`config.mk`:
```
export PLATFORM = sky130hd
export DESIGN_NAME = instr_fetch
export DESIGN_NICKNAME = d
export VERILOG_FILES = /design/src/rtl/instr_fetch.sv
export SDC_FILE = /design/constraint.sdc
export NUM_CORES = 1
export LEC_CHECK = 0
export BUFFER_PORTS_ARGS = -buffer_cell sky130_fd_sc_hd__buf_2
export CAP_MARGIN = 20
export CORE_ASPECT_RATIO = 0.75
export CORE_MARGIN = 4
export CORE_UTILIZATION = 40
export CTS_CLUSTER_DIAMETER = 100
export DETAILED_ROUTE_END_ITERATION = 6
export HOLD_SLACK_MARGIN = 0.03
export PLACE_DENSITY = 0.68
export SYNTH_ARGS = -nofsm -noshare
export SYNTH_HDL_FRONTEND = slang
export SYNTH_SLANG_ARGS = --single-unit
```
`constraint.sdc`:
```
create_clock -name clk -period 4.89 [get_ports clk]
set_input_delay 1.467 -clock clk [delete_from_list [all_inputs] [get_ports clk]]
set_output_delay 1.467 -clock clk [all_outputs]
set_load 0.05 [all_outputs]
```
`src/rtl/instr_fetch.sv`:
```
// Instruction fetch unit: sequential PC, single-outstanding bus read, branch redirect with delay slot.
// Define FETCH_TRACE_EN to print each completed fetch (simulation only).
module instr_fetch #(
  parameter logic [31:0] RESET_VECTOR = 32'hBFC00000
) (
  input  logic        clk,
  input  logic        reset,
  input  logic        clk_enable,
  output logic [31:0] mem_address,
  output logic        mem_read,
  input  logic        mem_waitrequest,
  input  logic [31:0] mem_readdata,
  input  logic        branch_taken,
  input  logic [31:0] branch_target,
  output logic        instr_valid,
  input  logic        instr_ready,
  output logic [31:0] instr,
  output logic [31:0] instr_pc
);

  localparam int unsigned XLEN = 32;
  localparam logic [XLEN-1:0] ALIGN_MASK = 32'hFFFF_FFFC;

  typedef enum logic [1:0] {IDLE = 2'd0, REQ = 2'd1, HOLD = 2'd2} state_t;

  state_t          state;
  state_t          state_nxt;
  logic            mem_read_nxt;
  logic            instr_valid_nxt;
  logic [XLEN-1:0] pc;
  logic            pend_flag;
  logic [XLEN-1:0] pend_target;
  logic            rd_done_c;
  logic            xfer_c;
  logic [XLEN-1:0] target_c;

  assign rd_done_c   = (state == REQ) && !mem_waitrequest;
  assign xfer_c      = (state == HOLD) && instr_ready && clk_enable;
  assign target_c    = branch_target & ALIGN_MASK;
  assign mem_address = pc;

  // State register; handshake outputs are registered alongside it.
  always_ff @(posedge clk or posedge reset) begin
    if (reset) begin
      state       <= IDLE;
      mem_read    <= 1'b0;
      instr_valid <= 1'b0;
    end else begin
      state       <= state_nxt;
      mem_read    <= mem_read_nxt;
      instr_valid <= instr_valid_nxt;
    end
  end

  always_comb begin
    state_nxt = state;
    unique case (state)
      IDLE:    if (clk_enable) state_nxt = REQ;
      REQ:     if (rd_done_c)  state_nxt = HOLD;
      HOLD:    if (xfer_c)     state_nxt = REQ;
      default: state_nxt = IDLE;
    endcase
  end

  always_comb begin
    mem_read_nxt    = 1'b0;
    instr_valid_nxt = 1'b0;
    unique case (state_nxt)
      REQ:     mem_read_nxt    = 1'b1;
      HOLD:    instr_valid_nxt = 1'b1;
      default: ;
    endcase
  end

  // Fetch PC, pending redirect and captured instruction.
  always_ff @(posedge clk or posedge reset) begin
    if (reset) begin
      pc          <= RESET_VECTOR;
      pend_flag   <= 1'b0;
      pend_target <= '0;
      instr       <= '0;
      instr_pc    <= '0;
    end else begin
      if (rd_done_c) begin
        instr    <= mem_readdata;
        instr_pc <= pc;
        // A branch arriving with completion wins over any older pending target.
        if (branch_taken)   pc <= target_c;
        else if (pend_flag) pc <= pend_target;
        else                pc <= pc + XLEN'(4);
        pend_flag <= 1'b0;
      end else if (branch_taken) begin
        pend_flag   <= 1'b1;
        pend_target <= target_c;
      end
    end
  end

`ifdef FETCH_TRACE_EN
  always_ff @(posedge clk) begin
    if (!reset && rd_done_c) $display("CPU : IF : %h %h", pc, mem_readdata);
  end
`else
  // Trace disabled: no simulation output.
`endif

endmodule

```
==> impl_metrics.yaml, run 1 <==
placed_design:
  portBuffers: 161
  gp_congestion: 0.7672
  post-dp-hpwl_um: 10880
worst_setup_path:
  cp-startpoint: "mem_waitrequest"
  worst_setup_path_start_kind: "primary input"
  required_ns: 5.18
  crit_fanout: 17
  end_kind: "flip-flop"
  worstSetupPathType: "in2reg"
  reg2reg_from: "mem_address[2]"
  path_cells: "buf_2, nor2_1, nand2_4, nand2_1, buf_4, mux2_2"
  worstPathArrival_ns: 3.22
  critPathMaxStageDelay_ns: 0.69
  slowest_stage: "nand2_1"
sta:
  clock.fmax_ghz: 0.3415
  rsz0062_at_grt: "no"
  finalHoldViolations: 0
  clock_skew_ns: 0.008647
  slew_headroom_pct: 30.56
  finalCritPeriodShare_pct: 59.88
  report.final.slew_viol_count: 0
  setup_tns_ns: 0
  worstMarginPinSlew_ns: 1.042
  period_needed_ns: 2.928
  final-setup-viol-count: 0
worst_hold_path:
  min_path_type: "reg2reg"
  min_from: "instr_pc[29]"
routing:
  drt_iter0_drc: 363
  avgRoutedWirePerCell_um: 16.15
  vias: 5200
  drcViolationCount: 0
  finalWirelength_um: 16420
  vias_per_cell: 5.113
  drtAntennaViolNets: 0
  drt_pre_antenna_iters: 5
power_and_ir_drop:
  power_density_nw_per_um2: 797.5
  p_switching_mw: 2.957
  p_comb_share_pct: 46.5
  power_frac_clock_pct: 21.5
  seqPwrFrac_pct: 32.1
  vdd_drop_max_mv: 0.2896
  internal_power_mw: 3.076
  swShare_pct: 49.01
  p_leak_nw: 3.776
  total_power_mw: 6.033
clocking:
  clkSlewWorstSetupHoldPaths_ns: 0.06
  htreeDepth: 4
  cts_setup_buffers: 0
  clock_sinks: 127
  cts_hold_buf: 0
  numCtsBuffers: 17
  tritoncts: "done"
  post_cts_resized: 0
  cts_buffer_depth: 2
  clk_latency_ns: 0.41
  cts_root_buffer: "clkbuf_16"
floorplan:
  die_area_sq_um: 17180
  die_y_um: 114.5
  die_w_um: 150.0
  start_util_pct: 41.33
  rows: 38
  io_pins: 168
  core_region_area_sq_um: 14640
final_layout:
  drive_gt1_share_pct: 30.48
  fillCellCount: 1397
  layout_commonest_cell: "nand2_1"
  fin_nets: 876
  syn2layout_area_growth_pct: 24.99
  final_cell_mix: "nand2_1 (213), buf_2 (161), dfrtp_1 (118)"
  antenna_cells: 0
outcome:
  status: "finished clean"
flow_run:
  maxCapViolCount: 0
global_route:
  antenna_found_initial: 3
  grt_pass1_wl_um: 25860
  grt_util_all_layers_pct: 19.15
  grt_max_degree: 101
  grt_pass1_vias: 4737
  grt_overflow_total: 0
synthesis:
  synth_area_sq_um: 6052
  synth_top_area_share_pct: 48.79
  ys_ff_latch: 127
  synth_cells: 661
  ys.flop_type: "dfrtp_1"
  yosys.area.top_type: "dfrtp_1"
  netlist_top_cells_area: "dfrtp_1 (49%), nand2_1 (13%), mux2_2 (5.6%), dfstp_2 (3.9%), a21oi_1 (3.2%)"
  synth.avg_cell_area_sq_um: 9.156
  synthArstFlopShare_pct: 100.0
  ys_types: 56
  ys_warn_count: 0
  synth_edf_count: 0
  ys_seq_area_share_pct: 52.70
final timing paths:
kind / to / slack (ns) / depth (start not counted)
max: pend_target[24] / 1.96 / 6
min: instr_pc[29] / 0.47 / 2
max reg2reg: mem_address[28] / 2.50 / 6
min reg2reg: instr_pc[29] / 0.47 / 2
max in group asynchronous: mem_address[27] / 2.75 / 3
min in group asynchronous: instr[31] / 1.28 / 2
worst max-delay path, delay by kind of cell:
| family | cells | cell delay [ns] |
|---|---|---|
| mux | 1 | 0.35 |
| simple gates | 3 | 0.96 |
| buf+inv | 2 | 0.43 |
cell type report:
class                      count  area, sq um  share of cell area [%]
timing repair buffer         169        865.8                   11.45
sequential                   127         3189                   42.16
clock inverter                 6        105.1                   1.389
clock buffer                  25        495.5                   6.550
tap                          200        250.2                   3.308
inverter                      12        47.55                  0.6285
multi-input combinational    478         2611                   34.52
flip-flops by register name (all words and copies together), names as in the netlist:
register	cells
pend_target	30
instr_valid	1
state	2
instr	32
pend_flag	1
instr_pc	30
mem_read	1
mem_address	30
routing by layer:
layer | vias up | routed length (um) | global-route usage, %
met3 | 13 | 1118 | 5.263
met5 | - | 35 | 0
met1 | 2501 | 7823 | 28.12
li1 | 2539 | - | -
met4 | 6 | 136 | 4.936
met2 | 141 | 7310 | 28.01
Yosys cell counts (2+ instances only):
cell / count
clkbuf_1: 28
buf_4: 7
a211o_1: 2
o31a_1: 3
xor2_1: 3
nand2_1: 214
a211oi_1: 2
dfstp_2: 9
o21ai_0: 37
o41ai_1: 4
a31oi_1: 6
nor2b_1: 2
dfrtp_1: 118
nand4_1: 7
mux2i_1: 7
a21oi_1: 39
a2bb2oi_1: 3
buf_2: 2
nand2b_1: 8
nor2_1: 27
buf_1: 7
nor4_1: 2
and4_1: 4
nor3_1: 5
a221oi_1: 2
inv_1: 11
a22o_1: 2
and3_1: 10
o211ai_1: 4
a311oi_1: 2
mux2_2: 30
o41a_1: 2
o31ai_1: 4
a41oi_1: 3
xnor2_1: 7
nand3_1: 16
buf_6: 3
through the flow:
step           util [%]  std cells  instance area [sq um]  hold WS (ns)  setup WS [ns]
2_1_floorplan         -        664                   6063        0.4787        0.05361
3_3_place_gp      47.56        986                   6964        0.4537          1.563
4_1_cts           51.66       1017                   7565        0.4707          1.972
6_report          51.66       1017                   7565        0.4666          1.962
3_5_place_dp      47.56        986                   6964        0.4576          1.548
5_1_grt           51.66       1017                   7565        0.4850          1.803
cells by family after synthesis:
| kind of cell | after synthesis | share of synthesized area (%) |
|---|---|---|
| buffers and inverters | 59 | 4.507 |
| and+or+nand+nor | 304 | 21.60 |
| muxes | 37 | 6.740 |
| DFF | 127 | 52.70 |
| xor gates and xnor gates | 10 | 1.447 |
| adders and majority gates | 1 | 0.2067 |
| other | 1 | 0.06196 |
| AOI/OAI and AO/OA | 122 | 12.74 |
power by group through the flow:
stage,combinational (mW),sequential (mW),clock (mW)
2_1_floorplan,0.914,3.14,0
3_3_place_gp,2.80,1.93,0
3_5_place_dp,2.83,1.94,0
4_1_cts,2.83,1.93,1.32
5_1_grt,3.00,2.01,1.36
6_report,2.80,1.93,1.29
No activity file was read; power rests on OpenSTA's default activity.
==> run 2, diff against run 1 <==
- PLACE_DENSITY: 0.68 -> 0.66
- clock period: 4.89 -> 2.7 ns (I/O delays scaled with it)
==> impl_metrics.yaml, run 2 (synthesis gave the netlist of run 1 again) <==
outcome:
  status: "finished clean"
power_and_ir_drop:
  vdd_drop_max_mv: 0.5817
  power_density_nw_per_um2: 1447
  p_leak_nw: 3.899
  total_power_mw: 11.32
sta:
  clock.fmax_ghz: 0.4553
  rsz0062_at_grt: "no"
  finalCritPeriodShare_pct: 81.34
  slew_headroom_pct: 55.81
  worstMarginPinSlew_ns: 0.6588
  report.final.slew_viol_count: 0
  finalHoldViolations: 0
  period_needed_ns: 2.196
  setup_tns_ns: 0
  clock_skew_ns: 0.007247
  final-setup-viol-count: 0
final_layout:
  top_register: "instr"
  layout_commonest_cell: "nand2_1"
  largest_reg_flops: 32
  final_cell_mix: "nand2_1 (213), buf_2 (161), dfrtp_1 (118)"
  final_area_sq_um: 7828
  instances_no_fill: 1038
  multi_input_area_sq_um: 2611
  regArea_sq_um: 3189
  fin_nets: 895
  fillCellCount: 1369
  syn2layout_area_growth_pct: 29.34
  drive_gt1_share_pct: 32.50
worst_setup_path:
  end_kind: "flip-flop"
  worstPathArrival_ns: 2.55
  r2r_setup_slack_ns: 0.50
  crit_fanout: 10
  slowest_stage: "or4_4"
  worstRegToRegCells: 6
  required_ns: 3.05
  worstSetupPathType: "reg2reg"
  reg2reg_from: "mem_address[2]"
  critPathMaxStageDelay_ns: 0.54
  cp-startpoint: "mem_address[2]"
  worst_setup_path_start_kind: "flip-flop"
  path_cells: "ha_1, nand3_1, or4_4, or2_4, o41ai_2, a22o_1"
clocking:
  clock_sinks: 127
  post_cts_resized: 0
  numCtsBuffers: 17
  cts_buffer_depth: 2
  clk_latency_ns: 0.41
  tritoncts: "done"
  htreeDepth: 4
  cts_hold_buf: 0
  cts_root_buffer: "clkbuf_16"
  clkSlewWorstSetupHoldPaths_ns: 0.06
  cts_setup_buffers: 0
placed_design:
  gp_congestion: 0.8054
  dp.cells: 1005
  portBuffers: 161
  post-dp-hpwl_um: 11320
  dpl-instance-area_sq_um: 7146
routing:
  drt_iter0_drc: 404
  finalWirelength_um: 16450
  drcViolationCount: 0
  avgRoutedWirePerCell_um: 15.85
  drtAntennaViolNets: 0
  vias: 5278
  drt_pre_antenna_iters: 5
  vias_per_cell: 5.085
global_route:
  grt_overflow_total: 0
  gr-usage-met1_pct: 28.77
  grt_util_all_layers_pct: 19.81
  antenna_found_initial: 2
  grt_max_degree: 59
  grt.met3_usage_pct: 5.065
  top_usage_layer: "met2"
  grt_pass1_vias: 5057
  grt_pass1_wl_um: 26920
  met2_usage_pct: 29.48
floorplan:
  die_area_sq_um: 17180
  io_pins: 168
  die_y_um: 114.5
  start_util_pct: 41.33
  rows: 38
  die_w_um: 150.0
  core_region_area_sq_um: 14640
flow_run:
  maxCapViolCount: 0
worst_hold_path:
  min_path_type: "in2async"
run 2: cell count changes in the layout (fill, tap and decap cells not counted), sizes merged:
cell | before | now
inv | 11 | 10
clkbuf | 25 | 19
clkinvlp | 0 | 5
buf | 169 | 188
bufinv | 3 | 6
diode | 0 | 1
run 2: through the flow:
stage	util, %	hold WS, ns	setup WS [ns]
floorplan	-	0.4787	0.2122
global placement	48.80	0.4522	0.5248
detailed placement	48.80	0.4567	0.5266
CTS	53.43	0.3577	0.5092
global route	53.43	0.3683	0.3591
finish	53.45	0.3614	0.5038
run 2: worst paths after layout:
| path | end |
|---|---|
| setup / recovery | mem_address[22] |
| hold / removal | instr[3] |
| setup reg to reg | mem_address[22] |
| hold reg to reg | instr[18] |
| max in group asynchronous | mem_address[22] |
| min in group clk | instr[18] |
run 2: layer usage:
layer / routed length, um / share of wire (%)
met4: 135 / 0.82
met5: 21 / 0.13
met3: 1351 / 8.2
met1: 7603 / 46
met2: 7340 / 45
run 2: final cells by class:
| type | instances | area share (%) |
|---|---|---|
| Clock buffer | 19 | 5.659 |
| Multi-Input combinational cell | 478 | 33.36 |
| Tap cell | 200 | 3.197 |
| Antenna cell | 1 | 0.03197 |
| Timing Repair Buffer | 188 | 13.36 |
| Inverter | 12 | 0.6234 |
| Clock inverter | 13 | 3.021 |
| Sequential cell | 127 | 40.74 |
run 2: where the power goes:
group          switching, mW  leakage [nW]  internal, mW  total (mW)
sequential             0.656          1.53          2.77        3.42
combinational           3.92          2.05          1.36        5.28
clock                  0.862         0.316          1.76        2.62
run 2: worst max-delay path: cells and delay by family, from the launching register on:
kind                     cells  cell delay, ns
adder cells (fa/ha/maj)      1            0.21
AND/OR/NAND/NOR              3            0.99
flip-flops                   1            0.47
AO/OA/AOI/OAI                2            0.46
